### src/rtl/iob_merge_rr_if.sv
// Bundled IOb merger ports: N_MASTERS request/response slices plus the shared slave port.
// The slave modport is the merger's own view; the master modport is the surrounding system's view.
interface iob_merge_rr_if #(
    parameter int N_MASTERS = 2,
    parameter int ADDR_W    = 32,
    parameter int DATA_W    = 32
);
    localparam int REQ_W  = 1 + ADDR_W + DATA_W + DATA_W / 8;
    localparam int RESP_W = DATA_W + 1;

    // Request slice {valid, addr, wdata, wstrb}, response slice {rdata, ready}; master 0 in the LSBs.
    logic [N_MASTERS*REQ_W-1:0]  m_req;
    logic [N_MASTERS*RESP_W-1:0] m_resp;
    logic [REQ_W-1:0]            s_req;
    logic [RESP_W-1:0]           s_resp;
    logic                        busy;

    modport slave (
        input  m_req,
        input  s_resp,
        output m_resp,
        output s_req,
        output busy
    );

    modport master (
        output m_req,
        output s_resp,
        input  m_resp,
        input  s_req,
        input  busy
    );
endinterface

### src/rtl/iob_merge_rr.sv
// Round-robin merger of N_MASTERS IOb native masters onto one slave, one transaction outstanding.
// Define IOB_MERGE_RR_FIXED_PRIO_EN to replace round-robin with lowest-index-wins priority.
module iob_merge_rr #(
    parameter int N_MASTERS = 2,
    parameter int ADDR_W    = 32,
    parameter int DATA_W    = 32
) (
    input logic           clk,
    input logic           rst_n,
    iob_merge_rr_if.slave bus
);
    localparam int STRB_W = DATA_W / 8;
    localparam int REQ_W  = 1 + ADDR_W + DATA_W + STRB_W;
    localparam int RESP_W = DATA_W + 1;
    localparam int PTR_W  = $clog2(N_MASTERS);

    localparam logic [0:0] IDLE = 1'b0;
    localparam logic [0:0] BUSY = 1'b1;

    logic [0:0]           state;
    logic [PTR_W-1:0]     gnt;
    logic [PTR_W-1:0]     scan_base;
    logic [PTR_W-1:0]     winner;
    logic                 any_valid;
    logic                 s_ready;
    logic [REQ_W-1:0]     s_req_q;
    logic [REQ_W-1:0]     req_arr [N_MASTERS];
    logic [N_MASTERS-1:0] m_valid;

    // Modular add for indices below N_MASTERS; one subtraction covers every caller's range.
    function automatic logic [PTR_W-1:0] wrap_inc(input logic [PTR_W-1:0] base, input int off);
        int sum;
        sum = int'(base) + off;
        if (sum >= N_MASTERS) sum = sum - N_MASTERS;
        return PTR_W'(sum);
    endfunction

    assign s_ready = bus.s_resp[0];

    for (genvar i = 0; i < N_MASTERS; i++) begin : g_port
        assign req_arr[i] = bus.m_req[i*REQ_W +: REQ_W];
        assign m_valid[i] = req_arr[i][REQ_W-1];
        // Only the granted slice ever carries the slave response, and only while BUSY.
        assign bus.m_resp[i*RESP_W +: RESP_W] =
            (state == BUSY && s_ready && gnt == PTR_W'(i)) ? bus.s_resp : '0;
    end

`ifdef IOB_MERGE_RR_FIXED_PRIO_EN
    assign scan_base = '0;
`else
    logic [PTR_W-1:0] ptr;

    always_ff @(posedge clk or negedge rst_n) begin
        if (!rst_n) begin
            ptr <= '0;
        end else if (state == BUSY && s_ready) begin
            ptr <= wrap_inc(gnt, 1);
        end
    end

    assign scan_base = ptr;
`endif

    always_comb begin
        // NOTE: every output of this block gets a default first, so no path can infer a latch.
        winner    = '0;
        any_valid = 1'b0;
        for (int k = 0; k < N_MASTERS; k++) begin
            if (!any_valid && m_valid[wrap_inc(scan_base, k)]) begin
                winner    = wrap_inc(scan_base, k);
                any_valid = 1'b1;
            end
        end
    end

    always_ff @(posedge clk or negedge rst_n) begin
        // NOTE: state is updated with non-blocking assignments so all registers sample pre-edge values.
        if (!rst_n) begin
            state   <= IDLE;
            gnt     <= '0;
            s_req_q <= '0;
        end else begin
            case (state)
                IDLE: begin
                    if (any_valid) begin
                        state   <= BUSY;
                        gnt     <= winner;
                        s_req_q <= req_arr[winner];
                    end
                end
                BUSY: begin
                    // Request stays frozen until the slave completes, whatever the master does.
                    if (s_ready) begin
                        state   <= IDLE;
                        s_req_q <= '0;
                    end
                end
                default: begin
                    state   <= IDLE;
                    s_req_q <= '0;
                end
            endcase
        end
    end

    assign bus.s_req = s_req_q;
    assign bus.busy  = (state == BUSY);
endmodule

### src/flat_wrapper.sv
// flat-port wrapper written by rule: the top's interface ports become plain ports
module iob_merge_rr_flat 
#(
    parameter int N_MASTERS = 2,
    parameter int ADDR_W    = 32,
    parameter int DATA_W    = 32
)
  (clk, rst_n, bus_m_req, bus_s_resp, bus_m_resp, bus_s_req, bus_busy);
  iob_merge_rr_if #(.N_MASTERS(N_MASTERS), .ADDR_W(ADDR_W), .DATA_W(DATA_W)) bus_i ();
  input logic clk;
  input logic rst_n;
  input wire logic [$bits(bus_i.m_req)-1:0] bus_m_req;
  input wire logic [$bits(bus_i.s_resp)-1:0] bus_s_resp;
  output wire logic [$bits(bus_i.m_resp)-1:0] bus_m_resp;
  output wire logic [$bits(bus_i.s_req)-1:0] bus_s_req;
  output wire logic [$bits(bus_i.busy)-1:0] bus_busy;
  assign bus_i.m_req = bus_m_req;
  assign bus_i.s_resp = bus_s_resp;
  assign bus_m_resp = bus_i.m_resp;
  assign bus_s_req = bus_i.s_req;
  assign bus_busy = bus_i.busy;
  iob_merge_rr #(.N_MASTERS(N_MASTERS), .ADDR_W(ADDR_W), .DATA_W(DATA_W)) u_core (.clk(clk), .rst_n(rst_n), .bus(bus_i));
endmodule
### config.mk
export PLATFORM = sky130hd
export DESIGN_NAME = iob_merge_rr_flat
export DESIGN_NICKNAME = d
export VERILOG_FILES = /design/src/rtl/iob_merge_rr_if.sv /design/src/rtl/iob_merge_rr.sv /design/src/flat_wrapper.sv
export SDC_FILE = /design/constraint.sdc
export NUM_CORES = 1
export LEC_CHECK = 0
export ABC_CLOCK_PERIOD_IN_PS = 4500
export BUFFER_PORTS_ARGS = -buffer_cell sky130_fd_sc_hd__buf_2
export CORE_ASPECT_RATIO = 0.7
export CORE_MARGIN = 3
export CORE_UTILIZATION = 40
export DETAILED_ROUTE_END_ITERATION = 16
export PLACE_DENSITY = 0.87
export SLEW_MARGIN = 20
export SYNTH_ARGS = -nofsm -noshare
export SYNTH_HDL_FRONTEND = slang
export SYNTH_SLANG_ARGS = --single-unit
### constraint.sdc
create_clock -name clk -period 4.5 [get_ports clk]
set_input_delay 0.675 -clock clk [delete_from_list [all_inputs] [get_ports clk]]
set_output_delay 0.675 -clock clk [all_outputs]
set_load 0.005 [all_outputs]
==> flow_metrics.env <==
export IMPL_slew_viol_final=0
export IMPL_cts_tree="yes"
export IMPL_setup_ws_ps=1460
export IMPL_design_area_um2=6470
export IMPL_num_rows=32
export IMPL_die_area_um2=12900
export IMPL_cp_arrival_ps=2360
export IMPL_grt_ovfl_total=0
export IMPL_final_util=0.581
export IMPL_postCtsHoldBufs=0
export IMPL_power_total_mw=2.19
export IMPL_die_x_um=134
export IMPL_grt_pass1_wl_um=23700
export IMPL_required_ps=3830
export IMPL_fin_crit_ps=3040
export IMPL_wl_per_cell_um=18.1
export IMPL_dp_slack_ps=1660
export IMPL_synth_cells=490
export IMPL_placed_area_um2=6150
export IMPL_synth_distinct_cells=21
export IMPL_portBuffers=308
export IMPL_htreeDepth=3
export IMPL_cts_buffers=9
export IMPL_fmax_mhz=329
export IMPL_grt_setup_unrepaired="no"
export IMPL_worstPathMaxFanout=74
export IMPL_crit_slowest_cell="dfrtp_4"
export IMPL_ios=309
export IMPL_gp_congestion=0.816
export IMPL_slew_headroom=0.328
export IMPL_drive_above_1_share=0.446
export IMPL_ys_warn_count=0
export IMPL_fin_crit_sh=0.675
export IMPL_grt_max_degree=75
export IMPL_ys_ff_latch=72
export IMPL_dp_hpwl_um=11400
export IMPL_die_h_um=95.9
export IMPL_worstPathCellList="and3_1, and2_1, buf_2"
export IMPL_status="complete, no violations"
export IMPL_cts_resized=0
export IMPL_peakVddDrop_v=0.000178
export IMPL_clock_root_buffer="clkbuf_16"
export IMPL_design_core_area_um2=11100
export IMPL_min_delay_path_class="in2async"
export IMPL_drtIter0Drc=342
export IMPL_crit_type="reg2out"
export IMPL_num_vias=4999
export IMPL_antenna_found_initial=0
export IMPL_routed_wl_um=16500
export IMPL_n_antenna_cell=0
export IMPL_num_nets_final=926
export IMPL_grt_pass1_vias=4379
export IMPL_drv_cap=0
export IMPL_clkSlewWorstSetupHoldPaths_ps=60
export IMPL_setup_violations_final=0
export IMPL_grt_use_total=0.230
export IMPL_clockBufferDepth=2
export IMPL_antenna_left=0
export IMPL_startpoint_type="flop"
export IMPL_worst_pin_slew_ps=1010
export IMPL_synth_area_um2=4620
export IMPL_p_leak_nw=3.47
export IMPL_fin_skew_ps=5.85
export IMPL_viasPerCell=5.49
export IMPL_end_kind="output port"
export IMPL_dr_pass1_iters=5
export IMPL_synth_nets=663
export IMPL_yosysSeqAreaShare=0.390
export IMPL_post_cts_setup_buffers=0
export IMPL_finalHoldViolations=0
export IMPL_start_util=0.415
export IMPL_drc=0
export IMPL_fin_setup_tns_ps=0
export IMPL_powerDensity_nw_per_um2=339
export IMPL_slowest_delay_ps=850
export IMPL_avgSynthCellArea_um2=9.42
export IMPL_syn_to_final_growth_pct=40.1
export IMPL_cts_sinks=72
export IMPL_insertion_delay_ps=330
[report_power, final]
| part | leakage (nW) | switching, mW | total, mW | internal (mW) |
|---|---|---|---|---|
| combinational | 2.37 | 0.322 | 0.601 | 0.279 |
| sequential | 0.943 | 0.0764 | 0.819 | 0.743 |
| clock | 0.153 | 0.270 | 0.773 | 0.503 |
[sequential cells by signal (all words and copies together) (netlist names)]
signal            flops
u_core.ptr            1
u_core.gnt            1
u_core.bus.s_req     69
u_core.bus.busy       1
[cell type report]
class | count | area, um2
clock buffers | 12 | 246
clock inverters | 4 | 76.3
fillers | 988 | 4660
inverters | 70 | 263
multi-input cells | 282 | 2270
flip-flops and latches | 72 | 1810
well taps | 153 | 191
repair buffers | 318 | 1620
[cell usage after synthesis, drive strengths merged]
library cell / number / area share
nor3: 1 / 0.0011
a21oi: 1 / 0.0011
nor2: 2 / 0.0022
dfrtp: 72 / 0.39
o21a: 1 / 0.0016
nand2: 2 / 0.0016
clkbuf: 52 / 0.042
and2: 64 / 0.087
buf: 14 / 0.021
o21ai: 4 / 0.0043
a21o: 2 / 0.0033
a221o: 68 / 0.15
inv: 70 / 0.057
and3: 1 / 0.0014
a2111oi: 68 / 0.13
nor3b: 68 / 0.11
[critical path: cells and delay by family, from the launching register on]
kind	cells	cell delay [ps]
buffers and inverters	1	130
flip-flops	1	850
AND/OR/NAND/NOR	2	1050
[placed cells by master, fill, tap and decap left out]
| cell type | n |
|---|---|
| a2111oi_0 | 68 |
| nor3_1 | 1 |
| dfrtp_1 | 70 |
| inv_6 | 1 |
| a21oi_1 | 1 |
| inv_2 | 1 |
| dfrtp_4 | 1 |
| nand2_1 | 2 |
| a221o_1 | 68 |
| dfrtp_2 | 1 |
| clkinvlp_4 | 1 |
| and2_1 | 64 |
| bufinv_16 | 2 |
| nor2_4 | 1 |
| clkbuf_8 | 1 |
| buf_2 | 308 |
| and3_1 | 1 |
| nor3b_1 | 68 |
| a21o_1 | 1 |
| clkbuf_1 | 2 |
| a21o_2 | 1 |
| o21ai_0 | 4 |
| clkbuf_16 | 9 |
| inv_1 | 69 |
| o21a_2 | 1 |
| buf_4 | 10 |
| nor2_1 | 1 |
[cells by family (layout without fill, tap and decap cells)]
family | count (synthesis) | count (layout) | synth area share
AND/OR/NAND/NOR | 138 | 138 | 0.203
AO/OA/AOI/OAI | 144 | 144 | 0.287
buffers and inverters | 136 | 404 | 0.120
flip-flops | 72 | 72 | 0.390
[worst paths after layout]
check,startpoint,end,slack [ps],cells past startpoint
min in group clk,u_core.bus.s_req[68],u_core.bus.s_req[68],500,2
setup / recovery,u_core.bus.busy,bus_m_resp[61],1460,3
setup reg to reg,u_core.bus.busy,u_core.bus.s_req[36],2080,4
hold / removal,rst_n,u_core.bus.s_req[25],500,1
hold reg to reg,u_core.bus.s_req[68],u_core.bus.s_req[68],500,2
max in group asynchronous,rst_n,u_core.bus.s_req[59],3020,2
[per-stage QoR]
step                hold slack, ps  std cells
global placement               460        895
detailed placement             479        895
floorplan                      379        490
finish                         497        911
global route                   512        911
CTS                            490        911
[routing by layer]
| layer | track usage | up-vias | routed length [um] |
|---|---|---|---|
| li1 | - | 2362 | - |
| met1 | 0.321 | 2350 | 7230 |
| met2 | 0.365 | 271 | 7720 |
| met3 | 0.0580 | 16 | 1380 |
| met4 | 0.0466 | 0 | 141 |
| met5 | 0 | - | 0 |
Power figures use the tool's default switching activity.
